==> src/rtl/mem_readout_seq_pkg.sv <==
// Shared constants and FSM state type for the memory-merge readout sequencer.
// The select helper keeps the encoder's sel encoding in one place.
package mem_readout_seq_pkg;

    localparam int         NBLK       = 12;
    localparam logic [3:0] SEL_FIRST  = 4'hF;
    localparam int         SEL_BASE   = 1;
    localparam int         SETTLE_CYC = 2;

    typedef enum logic [2:0] {
        ST_IDLE,
        ST_LOAD,
        ST_SETTLE,
        ST_PICK,
        ST_READ,
        ST_DONE
    } state_t;

    // True when sel names a real block (1..NBLK); 0, 13, 14 and SEL_FIRST are not blocks.
    function automatic logic sel_is_block(input logic [3:0] sel);
        return (sel != SEL_FIRST) && (sel >= 4'(SEL_BASE)) && (sel < 4'(SEL_BASE + NBLK));
    endfunction

endpackage

==> src/rtl/mem_readout_seq_if.sv <==
// Memory read bus plus merged output stream between the sequencer and the memory blocks.
interface mem_readout_seq_if #(
    parameter int NBLK  = 12,
    parameter int IDX_W = 6,
    parameter int DAT_W = 36
);
    logic                    rd_en;
    logic [3:0]              rd_blk;
    logic [IDX_W-1:0]        rd_addr;
    logic [NBLK*DAT_W-1:0]   mem_dout;
    logic [DAT_W-1:0]        dout;
    logic                    dout_valid;

    modport master (
        output rd_en, rd_blk, rd_addr, dout, dout_valid,
        input  mem_dout
    );

    modport slave (
        input  rd_en, rd_blk, rd_addr, dout, dout_valid,
        output mem_dout
    );
endinterface

==> src/rtl/mem_readout_seq_out_mux.sv <==
// Registered NBLK:1 data mux: captures the slice of the block being read and
// flags it valid one cycle after the read strobe.
module readout_out_mux #(
    parameter int NBLK  = 12,
    parameter int DAT_W = 36
) (
    input  logic                  clk,
    input  logic                  reset,
    input  logic                  rd_en,
    input  logic [3:0]            rd_blk,
    input  logic [NBLK*DAT_W-1:0] mem_dout,
    output logic [DAT_W-1:0]      dout,
    output logic                  dout_valid
);

    // NOTE: sequential state uses non-blocking assignments only, so every register
    // sees the pre-edge value of its neighbours; reset is synchronous to clk.
    always_ff @(posedge clk) begin
        if (reset) begin
            dout       <= '0;
            dout_valid <= 1'b0;
        end else begin
            dout_valid <= rd_en;
            if (rd_en) begin
                dout <= mem_dout[rd_blk*DAT_W +: DAT_W];
            end
        end
    end

endmodule

==> src/rtl/mem_readout_seq.sv <==
// Readout sequencer: loads per-block counts into the priority encoder, then drains
// each non-empty block in encoder order and pulses done when all are empty.
module mem_readout_seq #(
    parameter int NBLK  = mem_readout_seq_pkg::NBLK,
    parameter int IDX_W = 6,
    parameter int DAT_W = 36
) (
    input  logic                        clk,
    input  logic                        reset,
    input  logic                        start,
    input  logic [NBLK*(IDX_W+1)-1:0]   nent,
    output logic                        first_dat,
    output logic [NBLK-1:0]             has_dat,
    input  logic [3:0]                  sel,
    input  logic                        none,
    mem_readout_seq_if.master           bus,
    output logic                        busy,
    output logic                        done
);
    import mem_readout_seq_pkg::*;

    localparam int                CNT_W   = IDX_W + 1;
    localparam logic [CNT_W-1:0]  CNT_MAX = CNT_W'(1 << IDX_W);

    state_t           state;
    logic [CNT_W-1:0] cnt [NBLK];
    logic [1:0]       settle_cnt;
    logic [CNT_W-1:0] last_idx;
    logic             last_beat;

    function automatic logic [CNT_W-1:0] clamp_cnt(input logic [CNT_W-1:0] n);
        return (n > CNT_MAX) ? CNT_MAX : n;
    endfunction

    assign last_idx  = cnt[bus.rd_blk] - CNT_W'(1);
    assign last_beat = ({1'b0, bus.rd_addr} == last_idx);

    always_ff @(posedge clk) begin
        if (reset) begin
            state       <= ST_IDLE;
            first_dat   <= 1'b0;
            has_dat     <= '0;
            busy        <= 1'b0;
            done        <= 1'b0;
            bus.rd_en   <= 1'b0;
            bus.rd_blk  <= '0;
            bus.rd_addr <= '0;
            settle_cnt  <= '0;
            // NOTE: the count table is a handful of flops, not a RAM, so clearing it
            // in reset is cheap and keeps the read-end compare defined after reset.
            for (int k = 0; k < NBLK; k++) begin
                cnt[k] <= '0;
            end
        end else begin
            done <= 1'b0;
            case (state)
                ST_IDLE: begin
                    if (start) begin
                        state     <= ST_LOAD;
                        first_dat <= 1'b1;
                        busy      <= 1'b1;
                    end
                end
                ST_LOAD: begin
                    first_dat  <= 1'b0;
                    settle_cnt <= '0;
                    state      <= ST_SETTLE;
                    for (int k = 0; k < NBLK; k++) begin
                        cnt[k]     <= clamp_cnt(nent[k*CNT_W +: CNT_W]);
                        has_dat[k] <= (nent[k*CNT_W +: CNT_W] != '0);
                    end
                end
                ST_SETTLE: begin
                    // Wait out the encoder's two register stages before trusting sel.
                    if (settle_cnt == 2'(SETTLE_CYC - 1)) begin
                        state <= ST_PICK;
                    end else begin
                        settle_cnt <= settle_cnt + 2'd1;
                    end
                end
                ST_PICK: begin
                    if (none) begin
                        state <= ST_DONE;
                        done  <= 1'b1;
                    end else if (sel_is_block(sel)) begin
                        state       <= ST_READ;
                        bus.rd_en   <= 1'b1;
                        bus.rd_blk  <= sel - 4'(SEL_BASE);
                        bus.rd_addr <= '0;
                    end
                end
                ST_READ: begin
                    if (last_beat) begin
                        bus.rd_en            <= 1'b0;
                        has_dat[bus.rd_blk]  <= 1'b0;
                        settle_cnt           <= '0;
                        state                <= ST_SETTLE;
                    end else begin
                        bus.rd_addr <= bus.rd_addr + IDX_W'(1);
                    end
                end
                ST_DONE: begin
                    state <= ST_IDLE;
                    busy  <= 1'b0;
                end
                default: state <= ST_IDLE;
            endcase
        end
    end

    readout_out_mux #(
        .NBLK  (NBLK),
        .DAT_W (DAT_W)
    ) u_out_mux (
        .clk        (clk),
        .reset      (reset),
        .rd_en      (bus.rd_en),
        .rd_blk     (bus.rd_blk),
        .mem_dout   (bus.mem_dout),
        .dout       (bus.dout),
        .dout_valid (bus.dout_valid)
    );

endmodule

==> src/flat_wrapper.sv <==
// flat-port wrapper written by rule: the top's interface ports become plain ports
module mem_readout_seq_flat import mem_readout_seq_pkg::*;
#(
    parameter int NBLK  = mem_readout_seq_pkg::NBLK,
    parameter int IDX_W = 6,
    parameter int DAT_W = 36
)
  (clk, reset, start, nent, first_dat, has_dat, sel, none, busy, done, bus_rd_en, bus_rd_blk, bus_rd_addr, bus_dout, bus_dout_valid, bus_mem_dout);
  mem_readout_seq_if #(.NBLK(NBLK), .IDX_W(IDX_W), .DAT_W(DAT_W)) bus_i ();
  input  logic clk;
  input  logic reset;
  input  logic start;
  input  logic [NBLK*(IDX_W+1)-1:0] nent;
  output logic first_dat;
  output logic [NBLK-1:0] has_dat;
  input  logic [3:0] sel;
  input  logic none;
  output logic busy;
  output logic done;
  output wire logic [$bits(bus_i.rd_en)-1:0] bus_rd_en;
  output wire logic [$bits(bus_i.rd_blk)-1:0] bus_rd_blk;
  output wire logic [$bits(bus_i.rd_addr)-1:0] bus_rd_addr;
  output wire logic [$bits(bus_i.dout)-1:0] bus_dout;
  output wire logic [$bits(bus_i.dout_valid)-1:0] bus_dout_valid;
  input wire logic [$bits(bus_i.mem_dout)-1:0] bus_mem_dout;
  assign bus_rd_en = bus_i.rd_en;
  assign bus_rd_blk = bus_i.rd_blk;
  assign bus_rd_addr = bus_i.rd_addr;
  assign bus_dout = bus_i.dout;
  assign bus_dout_valid = bus_i.dout_valid;
  assign bus_i.mem_dout = bus_mem_dout;
  mem_readout_seq #(.NBLK(NBLK), .IDX_W(IDX_W), .DAT_W(DAT_W)) u_core (.clk(clk), .reset(reset), .start(start), .nent(nent), .first_dat(first_dat), .has_dat(has_dat), .sel(sel), .none(none), .bus(bus_i), .busy(busy), .done(done));
endmodule
==> config.mk <==
export PLATFORM = sky130hd
export DESIGN_NAME = mem_readout_seq_flat
export DESIGN_NICKNAME = d
export VERILOG_FILES = /design/src/rtl/mem_readout_seq_pkg.sv /design/src/rtl/mem_readout_seq_if.sv /design/src/rtl/mem_readout_seq_out_mux.sv /design/src/rtl/mem_readout_seq.sv /design/src/flat_wrapper.sv
export SDC_FILE = /design/constraint.sdc
export NUM_CORES = 1
export LEC_CHECK = 0
export ABC_AREA = 1
export ABC_CLOCK_PERIOD_IN_PS = 4300
export CAP_MARGIN = 5
export CORE_AREA = 3 3 229 231
export DETAILED_ROUTE_END_ITERATION = 12
export DIE_AREA = 0 0 232 234
export PLACE_DENSITY = 0.49
export SYNTH_ARGS = -nofsm -noshare
export SYNTH_HDL_FRONTEND = slang
export SYNTH_SLANG_ARGS = --single-unit
==> constraint.sdc <==
create_clock -name clk -period 4.3 [get_ports clk]
set_input_delay 0.645 -clock clk [delete_from_list [all_inputs] [get_ports clk]]
set_output_delay 0.645 -clock clk [all_outputs]
set_load 0.005 [all_outputs]
==> flow_summary.yaml <==
status:
  status: "finished, final reports clean"
floorplanning:
  rows: 82
  chipHeight_um: 234
  coreArea_um2: 50300
  initial_core_util_pct: 20.5
  fp.dieW_um: 232
  io_pins: 587
  dieArea_um2: 54300
critical_path:
  critical_path.endpoint_type: "flip-flop"
  critPathRequiredTime_ns: 4.65
  worst_ep_arrival_time_ns: 3.49
  crit_type: "flip-flop to flip-flop"
  crit_fanout: 24
  startpoint_type: "flip-flop"
  reg2reg_slack_ns: 1.16
clock_tree:
  cts.sinks: 156
  postCtsHoldBufs: 0
  post_cts_resized: 0
  htree_levels: 4
  cts_setup_buffers: 0
  clockBufferDepth: 2
  root_buffer: "clkbuf_16"
  clk_latency_ns: 0.45
  clk_pin_slew_ns: 0.07
  numCtsBuffers: 17
  cts_tree: "built"
route:
  wl_um: 62700
  post-route-drc-count: 0
  first_pass_iters: 5
  num_vias: 12685
  drt-wirelength-per-cell_um: 23.6
  drt_iter0_markers: 880
  vias_per_cell: 4.76
  postRouteAntennaNets: 0
sta:
  rsz0062_at_grt: "no"
  tightest_slew_ns: 1.03
  min_period_over_period_pct: 73.0
  fin_hold_ws_ns: 0.491
  maxSlewViolCount: 0
  max_slew_margin_pct: 31.5
  setup_viol: 0
  hold_violations: 0
  skew_ns: 0.0125
  max_freq_mhz: 319
  fin_crit_ns: 3.14
  final.setup.tns_ns: 0
logic_synthesis:
  synth_top_area_share_pct: 24.4
  netlist_area_um2: 10300
  synthesis.nets: 1965
  synth-edff-count: 84
  synth_seq_cells: 156
  ys.flop_type: "edfxtp_1"
  ys_seq_area_share_pct: 38.4
  synth_area_leaders: "edfxtp_1 24%, a22oi_1 16%, dfxtp_1 14%"
  synth_warnings: 0
  syn_inst: 1435
  synth_top_cell_by_area: "edfxtp_1"
  ys_types: 40
  ys_async_sr_fraction_pct: 0
  avgSynthCellArea_um2: 7.19
final_layout:
  drive_above_1_share_pct: 4.65
  nFillCells: 5412
  final_cell_mix: "586 x clkdlybuf4s50_1, 333 x nand2_1, 217 x a22oi_1, 152 x nor2_1, 140 x inv_1"
  fin_nets: 2494
  area_growth_pct: 69.4
  final_common_cell: "clkdlybuf4s50_1"
  ff_latch_area_um2: 3970
  multi_input_area_um2: 5400
  fin_util_pct: 34.8
grt:
  grt-ovfl-total: 0
  grt_pass1_vias: 12958
  grt_pass1_wl_um: 87500
  track_usage_pct: 22.2
  grt_max_degree: 80
  antenna_found_initial: 30
place:
  hpwl_um: 50300
  gp_congestion: 0.860
  port_buffers: 586
flow_run:
  cap_violations: 0
power_and_ir_drop:
  powerDensity_nw_per_um2: 337
  cellLeakagePower_nw: 6.84
  ir_worst_vdd_mv: 0.287
min_path:
  hold_class: "flip-flop to flip-flop"
## kinds of logic after synthesis
group / share of synthesized area [%]
xor gates and xnor gates: 0.594
adders and majority gates: 0.727
AOI/OAI and AO/OA: 26.3
DFF: 38.4
and+or+nand+nor: 24.3
buffers and inverters: 9.73
## power by group
| part | switching (mW) | internal [mW] |
|---|---|---|
| Clock | 0.734 | 0.941 |
| Combinational | 1.17 | 0.985 |
| Sequential | 0.158 | 1.90 |
## through the flow
stage	worst slack, ns	instances	instance area (um^2)	total power [mW]
floorplan	0.620	1435	10300	3.11
global placement	1.33	2617	16800	4.25
finish	1.16	2664	17500	5.89
global route	0.830	2656	17500	6.22
detailed placement	1.16	2617	16800	4.25
CTS	1.14	2649	17400	5.95
## critical path: stages, from the launching register on
cell and delay, ns:
dfxtp_1 0.62, inv_2 0.30, nor2_1 0.17, o21ai_1 0.07, nand3_1 0.09, nand3_1 0.15
nand2_1 0.17, inv_2 0.06, ha_1 0.31, xor2_1 0.13, nand3_1 0.09, nor2_1 0.11
nand2_1 0.09, nor2_4 0.12, nand3_4 0.11, nand2_4 0.23, nand2_1 0.09, nand2_1 0.07
nor2_1 0.05
## final timing paths
kind	end	cells after the start	startpoint
hold reg to reg	u_core.first_dat	2	u_core.first_dat
hold / removal	u_core.first_dat	2	u_core.first_dat
setup / recovery	u_core.has_dat[6]	18	flip-flop
setup reg to reg	u_core.has_dat[6]	18	flip-flop
## routing by layer
layer  up-vias  part of all wire, %  GRT usage (%)
met3        75                  6.9           6.50
met5         -                 0.19              0
met4        20                  2.2           5.85
met1      6103                   39           25.0
li1       6060                    -              -
met2       427                   52           40.8
## state kept, by name, summed over array words and instances (netlist names), named ones only
name	flops
u_core.state	3
u_core.bus.rd_en	1
u_core.u_out_mux.dout_valid	1
u_core.first_dat	1
u_core.cnt	84
u_core.done	1
u_core.settle_cnt	2
u_core.has_dat	12
u_core.bus.rd_addr	6
u_core.busy	1
u_core.bus.rd_blk	4
u_core.u_out_mux.dout	36
## area by class of cell
cell class	instances	share of cell area, %
Antenna cell	15	0.215
Multi-Input combinational cell	1032	30.9
Clock inverter	14	1.13
Inverter	151	3.28
Timing Repair Buffer	606	34.6
Clock buffer	18	2.45
Tap cell	672	4.81
Sequential cell	156	22.7
## cells in the mapped netlist, types with 7 or more instances
cell type	instances
nand2_1	334
a22oi_1	217
nor2_1	157
inv_1	143
edfxtp_1	84
clkbuf_1	77
dfxtp_1	72
o21ai_0	65
a21oi_1	63
nand3_1	56
a31oi_1	48
nor3_1	18
nand4_1	14
o21ai_1	9
buf_6	8
nand2_2	7
Power figures use the tool's default switching activity.
